`config.mk`:
```
export PLATFORM = sky130hd
export DESIGN_NAME = fm_eg
export DESIGN_NICKNAME = d
export VERILOG_FILES = /design/src/rtl/fm_eg.sv
export SDC_FILE = /design/constraint.sdc
export NUM_CORES = 1
export LEC_CHECK = 0
export ABC_AREA = 1
export CAP_MARGIN = 20
export CELL_PAD_IN_SITES_DETAIL_PLACEMENT = 0
export CELL_PAD_IN_SITES_GLOBAL_PLACEMENT = 1
export CORE_UTILIZATION = 42
export CTS_CLUSTER_DIAMETER = 80
export CTS_CLUSTER_SIZE = 30
export DETAILED_ROUTE_END_ITERATION = 8
export PLACE_DENSITY = 0.8
export SETUP_SLACK_MARGIN = 0.05
export SLEW_MARGIN = 10
export SYNTH_ARGS = -nofsm -noshare
export SYNTH_HDL_FRONTEND = slang
export SYNTH_SLANG_ARGS = --single-unit
```
`constraint.sdc`:
```
create_clock -name clk -period 15.6 [get_ports clk]
set_input_delay 3.12 -clock clk [delete_from_list [all_inputs] [get_ports clk]]
set_output_delay 3.12 -clock clk [all_outputs]
set_load 0.005 [all_outputs]
```
`src/rtl/fm_eg.sv`:
```
// fm_eg -- per-operator envelope generator for the FM synthesizer.
//
// Each accepted sample_tick starts a scan of NUM_OPS operators, one per
// clock. The operator index is driven on op_sel; the attribute table answers
// combinationally on the op_* inputs in the same cycle. The envelope state of
// that operator is read, advanced and written back at the clock edge, and
// its total attenuation appears on eg_atten one cycle later with eg_valid.
//
// Ports
//   clk, reset          system clock, asynchronous active-high reset
//   sample_tick         one-cycle pulse that starts a scan (ignored while busy)
//   op_sel      [5:0]   operator index presented to the attribute table
//   op_egt, op_ksr      sustain-hold, key-scale-rate
//   op_ksl      [1:0]   key-scale level
//   op_tl       [5:0]   total level
//   op_ar/dr/sl/rr      attack, decay, sustain level, release (4 bits each)
//   op_kon              channel key-on
//   op_block    [2:0]   octave
//   op_fnum_msb         F-number MSB
//   busy                a scan is in progress
//   eg_valid            eg_op / eg_atten valid this cycle
//   eg_op       [5:0]   operator index of the result
//   eg_atten    [8:0]   total attenuation, 0 = loudest, 511 = silent
module fm_eg #(
  parameter int NUM_OPS = 36
) (
  input  logic       clk,
  input  logic       reset,
  input  logic       sample_tick,
  output logic [5:0] op_sel,
  input  logic       op_egt,
  input  logic       op_ksr,
  input  logic [1:0] op_ksl,
  input  logic [5:0] op_tl,
  input  logic [3:0] op_ar,
  input  logic [3:0] op_dr,
  input  logic [3:0] op_sl,
  input  logic [3:0] op_rr,
  input  logic       op_kon,
  input  logic [2:0] op_block,
  input  logic       op_fnum_msb,
  output logic       busy,
  output logic       eg_valid,
  output logic [5:0] eg_op,
  output logic [8:0] eg_atten
);

  typedef enum logic [1:0] {
    ATTACK  = 2'd0,
    DECAY   = 2'd1,
    SUSTAIN = 2'd2,
    RELEASE = 2'd3
  } phase_t;

  typedef struct packed {
    phase_t     phase;
    logic [8:0] atten;
    logic       kon_prev;
  } op_state_t;

  localparam logic [5:0] LAST_OP = 6'(NUM_OPS - 1);

  op_state_t   state_q [NUM_OPS];
  logic [14:0] eg_counter;
  // Counter value sampled at tick acceptance; rate gating for the whole scan
  // uses the pre-increment value.
  logic [10:0] scan_cnt;

  // Effective rate: min(63, 4*R + offset), with R = 0 always giving 0.
  function automatic logic [5:0] eff_rate(input logic [3:0] r,
                                          input logic [3:0] kcode,
                                          input logic       ksr);
    logic [3:0] ofs;
    logic [6:0] sum;
    ofs = ksr ? kcode : {2'b00, kcode[3:2]};
    sum = {1'b0, r, 2'b00} + {3'b000, ofs};
    if (r == 4'd0)
      return 6'd0;
    else if (sum > 7'd63)
      return 6'd63;
    else
      return sum[5:0];
  endfunction

  // Step size for one tick; only rate[5:2] matters. Slow rates step by one
  // when the low counter bits are all zero, fast rates step every tick.
  function automatic logic [4:0] calc_inc(input logic [5:0]  rate,
                                          input logic [10:0] cnt);
    logic [3:0]  hi;
    logic [11:0] mask;
    hi = rate[5:2];
    if (rate == 6'd0) begin
      return 5'd0;
    end else if (hi < 4'd11) begin
      mask = (12'd1 << (4'd11 - hi)) - 12'd1;
      return ((cnt & mask[10:0]) == 11'd0) ? 5'd1 : 5'd0;
    end else begin
      return 5'd1 << (hi - 4'd11);
    end
  endfunction

  function automatic logic [8:0] sat_add(input logic [8:0] a,
                                         input logic [4:0] inc);
    logic [9:0] s;
    s = {1'b0, a} + {5'b00000, inc};
    return s[9] ? 9'd511 : s[8:0];
  endfunction

  op_state_t  cur;
  op_state_t  nxt;
  logic [3:0] kcode;
  logic [5:0] ar_rate, dr_rate, rr_rate;
  logic [4:0] inc_a, inc_d, inc_r;
  logic [6:0] att_step;
  logic [10:0] att_dec;
  logic [8:0] target;
  logic [5:0] blk8;
  logic [5:0] ksl_term;
  logic [10:0] total;

  always_comb begin
    // NOTE: every signal gets a default before any branch so no path can
    // leave it unassigned and infer a latch.
    cur      = state_q[op_sel];
    nxt      = cur;
    kcode    = {op_block, op_fnum_msb};
    ar_rate  = eff_rate(op_ar, kcode, op_ksr);
    dr_rate  = eff_rate(op_dr, kcode, op_ksr);
    rr_rate  = eff_rate(op_rr, kcode, op_ksr);
    inc_a    = calc_inc(ar_rate, scan_cnt);
    inc_d    = calc_inc(dr_rate, scan_cnt);
    inc_r    = calc_inc(rr_rate, scan_cnt);
    att_step = {1'b0, cur.atten[8:3]} + 7'd1;
    att_dec  = {4'b0000, att_step} * {6'b000000, inc_a};
    target   = (op_sl == 4'd15) ? 9'd496 : {1'b0, op_sl, 4'b0000};
    blk8     = {op_block, 3'b000};
    ksl_term = 6'd0;
    total    = 11'd0;

    nxt.kon_prev = op_kon;

    if (op_kon && !cur.kon_prev) begin
      // Key-on: very fast attack rates skip straight to the decay phase.
      if (ar_rate >= 6'd60) begin
        nxt.atten = 9'd0;
        nxt.phase = DECAY;
      end else begin
        nxt.phase = ATTACK;
      end
    end else if (!op_kon && cur.kon_prev) begin
      nxt.phase = RELEASE;
    end else begin
      unique case (cur.phase)
        ATTACK: begin
          if (ar_rate >= 6'd60)
            nxt.atten = 9'd0;
          else if (att_dec >= {2'b00, cur.atten})
            nxt.atten = 9'd0;
          else
            nxt.atten = cur.atten - att_dec[8:0];
          if (nxt.atten == 9'd0)
            nxt.phase = DECAY;
        end
        DECAY: begin
          nxt.atten = sat_add(cur.atten, inc_d);
          if (nxt.atten >= target)
            nxt.phase = SUSTAIN;
        end
        SUSTAIN: begin
          if (!op_egt)
            nxt.atten = sat_add(cur.atten, inc_r);
        end
        RELEASE: begin
          nxt.atten = sat_add(cur.atten, inc_r);
        end
        default: nxt = cur;
      endcase
    end

    unique case (op_ksl)
      2'd1:    ksl_term = blk8 >> 1;
      2'd2:    ksl_term = blk8 >> 2;
      2'd3:    ksl_term = blk8;
      default: ksl_term = 6'd0;
    endcase

    total = {2'b00, nxt.atten} + {3'b000, op_tl, 2'b00} + {5'b00000, ksl_term};
  end

  always_ff @(posedge clk or posedge reset) begin
    if (reset) begin
      op_sel     <= 6'd0;
      busy       <= 1'b0;
      eg_valid   <= 1'b0;
      eg_op      <= 6'd0;
      eg_atten   <= 9'd0;
      eg_counter <= 15'd0;
      scan_cnt   <= 11'd0;
      // NOTE: the state array is held in flops with an async reset because
      // every operator must come up silent in RELEASE; a RAM could not be
      // cleared in one cycle.
      for (int i = 0; i < NUM_OPS; i++)
        state_q[i] <= '{phase: RELEASE, atten: 9'd511, kon_prev: 1'b0};
    end else begin
      // NOTE: non-blocking assignments throughout so every register sees the
      // pre-edge values of the others.
      eg_valid <= busy;
      if (busy) begin
        state_q[op_sel] <= nxt;
        eg_op           <= op_sel;
        eg_atten        <= (total > 11'd511) ? 9'd511 : total[8:0];
        if (op_sel == LAST_OP) begin
          busy   <= 1'b0;
          op_sel <= 6'd0;
        end else begin
          op_sel <= op_sel + 6'd1;
        end
      end else if (sample_tick) begin
        busy       <= 1'b1;
        op_sel     <= 6'd0;
        scan_cnt   <= eg_counter[10:0];
        eg_counter <= eg_counter + 15'd1;
      end
    end
  end

endmodule
```
==> results of run 1 <==
-- synth_stat cells (30+ instances only) --
| master | number | area share [%] |
|---|---|---|
| o21ai_0 | 120 | 2.1 |
| nand3_1 | 344 | 6.1 |
| nand2_1 | 1690 | 22 |
| xor2_1 | 30 | 0.93 |
| nand4_1 | 47 | 1.0 |
| dfstp_2 | 396 | 37 |
| inv_1 | 277 | 3.7 |
| nor2_1 | 220 | 2.9 |
| a31oi_1 | 36 | 0.79 |
| clkbuf_1 | 95 | 1.3 |
| a21oi_1 | 70 | 1.2 |
| nor3_1 | 40 | 0.71 |
| dfrtp_1 | 81 | 7.1 |
| a22oi_1 | 35 | 0.93 |
| ha_1 | 90 | 4.0 |
| buf_4 | 30 | 0.79 |
| buf_2 | 54 | 0.95 |
-- final cells by class --
| cell class | count | area (µm²) | area share (%) |
|---|---|---|---|
| clock buffer | 30 | 751 | 2.43 |
| clock inverter | 23 | 360 | 1.17 |
| inverter | 300 | 1130 | 3.66 |
| multi-input combinational | 2897 | 13900 | 45.1 |
| sequential | 477 | 12400 | 40.3 |
| tap | 864 | 1080 | 3.50 |
| timing repair buffer | 134 | 1200 | 3.90 |
-- state kept, by name, indices dropped and copies added (netlist names) --
signal	flops
eg_atten	9
scan_cnt	11
eg_counter	11
busy	1
state_q	432
eg_op	6
op_sel	6
eg_valid	1
-- kinds of logic (layout without fill, tap and decap cells) --
family / Yosys count / count (layout) / synth area share [%]
compound gates: 355 / 355 / 7.61
buf+inv: 498 / 487 / 7.38
xor+xnor: 41 / 41 / 1.27
flops: 477 / 477 / 43.8
simple gates: 2389 / 2389 / 34.4
fa+ha+maj: 112 / 112 / 5.52
-- per-layer routing --
metal / vias up / global-route usage (%)
met5: - / 0
met4: 0 / 6.90
li1: 12254 / -
met1: 12559 / 40.4
met2: 888 / 45.5
met3: 122 / 4.36
-- worst register-to-register path: cells and delay by family, from the launching register on --
kind | cells | cell delay [ns]
XOR/XNOR | 2 | 0.48
buffers and inverters | 10 | 2.57
flip-flops | 1 | 0.74
adder cells (fa/ha/maj) | 8 | 3.33
AO/OA/AOI/OAI | 8 | 1.56
AND/OR/NAND/NOR | 22 | 3.70
-- metrics by stage --
step	std cells	instance area, µm²
6_report	4725	30900
2_1_floorplan	3872	28400
3_3_place_gp	4670	29700
3_5_place_dp	4671	29700
4_1_cts	4724	30900
5_1_grt	4725	30900
-- worst min path at each step --
stage	endpoint	slack [ns]	depth (start not counted)
finish	state_q[285]	0.47	2
global route	state_q[285]	0.48	2
CTS	state_q[291]	0.47	2
detailed placement	state_q[411]	0.46	2
global placement	state_q[248]	0.45	2
floorplan	eg_valid	0.39	0
-- power groups by stage --
stage | Sequential [µW] | Combinational (µW) | Clock (µW)
floorplan | 1900 | 3190 | 0
global placement | 1970 | 4740 | 0
detailed placement | 1970 | 4760 | 0
CTS | 1950 | 4780 | 958
global route | 2000 | 5320 | 995
finish | 1960 | 4890 | 942
==> results.tsv, run 1 <==
metric	value	unit
drive_gt1_share	15.5	%
ir_drop	0.338	mV
cts_tree	done	
combPwrFrac	62.8	%
first_pass_iters	7	
sequentialPowerShare	25.1	%
n_fill_cell	6818	
power_density	252	nW/µm²
relSlewSlack	30.3	%
finalCoreUtilization	46.6	%
postRouteAntennaNets	0	
cts_root_buf	clkbuf_16	
max_stage_delay	0.78	ns
startpoint	op_ksr	
path_buf_inv	11	
m1WireLength	43.4	mm
hold_slack	0.471	ns
fin_tns_setup	0	ns
dpl.hpwl	62.6	mm
required	16.11	ns
yosysSeqAreaShare	43.8	%
r2r_start	op_sel[0]	
swShare	55.6	%
postSynthAreaPerCell	7.33	µm²
wire_per_inst	20.4	µm
end_kind	register	
finalPower	7790	µW
crit_family	simple AND/OR/NAND/NOR gates	
postCtsSetupRepairBufs	0	
initial_core_util	42.8	%
leakagePower	0.0154	µW
drt_wl_total	96.6	mm
wl_met2	43.7	mm
area_delta_synth_final	8.88	%
final_common_cell	nand2_1	
yosys_warnings	0	
cts.htree.levels	1	
clk_path_buf_depth	3	
netlist_instances	3872	
maxCapViolations	0	
drv_slew	0	
grt_max_degree	173	
pre_cts_slack	2.01	ns
die_w	262	µm
viasPerCell	5.47	
crit_path_frequent_cell	nand2_1	
synth-seq-cells	477	
grt.total_usage	28.5	%
grt_first_pass_wirelength	151	mm
final_nets	3985	
critical_path_class	input port to register	
place.gp.congestion	0.926	
clkLatencyLatePin	0.63	ns
fmax	0.0772	GHz
io_buffers	56	
num_vias	25823	
diodes	0	
fin_crit	12.96	ns
rsz0062_at_grt	no	
hold_start	state_q[285]	
critPathArrivalTime	13.47	ns
p_sw	4330	µW
crit_fanout	37	
ctsHoldBuffers	0	
drt_iter0_markers	2503	
synth_nets	4018	
drcViolationCount	0	
coreArea	66300	µm²
ios	57	
die-area	68600	µm²
worstRegToRegCells	50	
synth_edf_count	0	
clock_sinks	477	
worst_pin_slew	1.05	ns
layout_common_cells	1690 x nand2_1, 396 x dfstp_2, 343 x nand3_1	
finalSetupViolations	0	
endpoint	eg_atten[0]	
clockPowerShare	12.1	%
grt_antenna_before_repair	0	
r2r_setup_slack	3.08	ns
numCtsBuffers	29	
cp-start-kind	input port	
holdCritPathClass	register to register	
clkSlewWorstSetupHoldPaths	0.09	ns
ys.flop_type	dfstp_2	
r2r_end	eg_atten[0]	
finalCritPeriodShare	83.1	%
syn_area	28400	µm²
finClkSkew	0.0428	ns
die_y	262	µm
setup_ws	2.64	ns
overflow	0	
wl_met3	7.31	mm
yosysUniqueCellTypes	57	
p_int	3460	µW
cp_slowest_cell	nor3_1	
post_cts_resized	0	
highest_layer	met4	
status	finished clean	
finalHoldViolations	0	
async_reset_ff_share	100	%
grt_pass1_vias	25146	
rows	94	
path_depth	55	
(Power assumes the default switching activity.)
==> inputs of run 2 (changes only) <==
--- a/config.mk
+++ b/config.mk
@@ -9,11 +9,11 @@
 export CAP_MARGIN = 20
 export CELL_PAD_IN_SITES_DETAIL_PLACEMENT = 0
 export CELL_PAD_IN_SITES_GLOBAL_PLACEMENT = 1
-export CORE_UTILIZATION = 42
+export CORE_UTILIZATION = 47
 export CTS_CLUSTER_DIAMETER = 80
 export CTS_CLUSTER_SIZE = 30
 export DETAILED_ROUTE_END_ITERATION = 8
-export PLACE_DENSITY = 0.8
+export PLACE_DENSITY = 0.85
 export SETUP_SLACK_MARGIN = 0.05
 export SLEW_MARGIN = 10
 export SYNTH_ARGS = -nofsm -noshare
==> constraint.sdc (replaced) <==
create_clock -name clk -period 12.15 [get_ports clk]
set_input_delay 2.43 -clock clk [delete_from_list [all_inputs] [get_ports clk]]
set_output_delay 2.43 -clock clk [all_outputs]
set_load 0.005 [all_outputs]
==> results.tsv, run 2 (synthesized netlist as in run 1, its figures left out) <==
metric	value	unit	change
status	finished clean		
top_usage_layer	met2		
rows	89		-5.3%
initial_core_util	47.8	%	+5.0 points
critPathArrivalTime	11.62	ns	-1.85 ns
fmax	0.0901	GHz	
cp-start-kind	input port		
fin_tns_setup	0	ns	unchanged
drive_gt1_share	15.7	%	+0.16 points
cts_root_buf	clkbuf_16		
clkSlewWorstSetupHoldPaths	0.09	ns	about the same
place.gp.congestion	0.918		-0.85%
finalHoldViolations	0		unchanged
cp_slowest_cell	clkdlybuf4s50_1		
die-area	61300	µm²	-11%
clkLatencyLatePin	0.67	ns	+0.04 ns
setup_ws	1.05	ns	-1.59 ns
num_vias	25962		+0.54%
die_w	248	µm	-5.4%
r2r_setup_slack	1.19	ns	-1.89 ns
holdCritPathClass	register to register		
wire_per_inst	20.4	µm	-0.28%
worstRegToRegCells	50		unchanged
viasPerCell	5.59		+2.2%
startpoint	op_ksr		
largest_reg_flops	432		unchanged
first_pass_iters	6		-1
crit_fanout	10		-73%
relSlewSlack	23.8	%	-6.5 points
dpl.hpwl	62.8	mm	+0.36%
coreArea	59400	µm²	-11%
final_nets	3996		+0.28%
io_buffers	56		unchanged
fin_area	30800	µm²	-0.32%
finalCoreUtilization	51.9	%	+5.3 points
worst_pin_slew	1.14	ns	+0.0939 ns
grt_antenna_before_repair	1		+1
use_met1	44.6	%	+4.2 points
grt_first_pass_wirelength	145	mm	-3.7%
grt_util_met3	6.31	%	+2.0 points
finalCritPeriodShare	91.3	%	
layout_common_cells	1690 x nand2_1, 396 x dfstp_2, 344 x nand3_1		
grt.total_usage	30.9	%	+2.4 points
maxCapViolations	0		unchanged
crit_path_frequent_cell	nand2_1		
postRouteAntennaNets	0		unchanged
finClkSkew	0.0718	ns	+0.0291 ns
placed_area	29700	µm²	-0.18%
final_common_cell	nand2_1		
grtUsageMet2	46.9	%	+1.4 points
r2r_start	op_sel[0]		
grt_max_degree	166		-4.0%
max_stage_delay	0.56	ns	-0.22 ns
fin_crit	11.10	ns	
drt_wl_total	94.7	mm	-1.9%
top_register	state_q		
drv_slew	0		unchanged
rsz0062_at_grt	no		
grt_pass1_vias	24101		-4.2%
clock_sinks	477		unchanged
top_regs	state_q x432, eg_counter x11, scan_cnt x11		
clk_path_buf_depth	3		unchanged
ios	57		unchanged
endpoint	eg_atten[0]		
cts_tree	done		
pre_cts_slack	0.239	ns	-1.77 ns
end_kind	register		
cts.htree.levels	1		unchanged
drcViolationCount	0		unchanged
numCtsBuffers	28		-3.4%
area_delta_synth_final	8.54	%	
overflow	0		unchanged
postCtsSetupRepairBufs	0		unchanged
required	12.67	ns	-3.44 ns
hold_start	state_q[405]		
finalSetupViolations	0		unchanged
die_y	248	µm	-5.4%
r2r_end	eg_atten[0]		
drt_iter0_markers	2695		+7.7%
critical_path_class	input port to register		
-- run 2: cell types whose count changed in the layout (fill, tap and decap cells not counted), sizes merged --
| cell | before | now |
|---|---|---|
| buf | 78 | 90 |
| bufinv | 1 | 0 |
| clkbuf | 30 | 29 |
| clkinv | 18 | 20 |
| diode | 0 | 1 |
| inv | 303 | 302 |
-- run 2: stage by stage --
stage,std cells,hold slack [ns]
2_1_floorplan,3872,0.394
3_3_place_gp,4592,0.454
3_5_place_dp,4592,0.457
4_1_cts,4644,0.473
5_1_grt,4646,0.482
6_report,4646,0.472
-- run 2: what timing repair did --
item,in CTS,in global routing
setup endpoints to repair,0,9
hold buffers,0,0
resized for setup,0,2
-- run 2: how the worst min path moves through the flow --
stage,slack (ns),end,cells past startpoint
2_1_floorplan,0.39,eg_valid,0
3_3_place_gp,0.45,state_q[282],2
3_5_place_dp,0.46,state_q[97],2
4_1_cts,0.47,state_q[402],2
5_1_grt,0.48,state_q[259],2
6_report,0.47,state_q[405],2
-- run 2: routing by layer --
| metal | wire length [µm] | vias up |
|---|---|---|
| li1 | - | 12263 |
| met1 | 42300 | 12506 |
| met2 | 41400 | 1059 |
| met3 | 8600 | 134 |
| met4 | 2410 | 0 |
| met5 | 0 | - |
-- run 2: layout make-up --
| class | instances | area, µm² |
|---|---|---|
| fillers | 5881 | 28600 |
| inverters | 300 | 1130 |
| clock inverters | 23 | 363 |
| clock buffers | 29 | 704 |
| multi-input cells | 2897 | 13900 |
| flip-flops and latches | 477 | 12400 |
| repair buffers | 146 | 1270 |
| well taps | 773 | 967 |
| diodes | 1 | 2.50 |
-- run 2: worst max-delay path, delay by kind of cell --
family,cells,cell delay [ns]
xor gates and xnor gates,1,0.22
buffers and inverters,11,1.40
AOI/OAI and AO/OA,6,0.83
and+or+nand+nor,28,3.14
adders and majority gates,9,3.58
Power of run 2 is left out: the tool's default activity adds up to more than one toggle a clock period on the data nets, which glitch-free logic cannot reach.
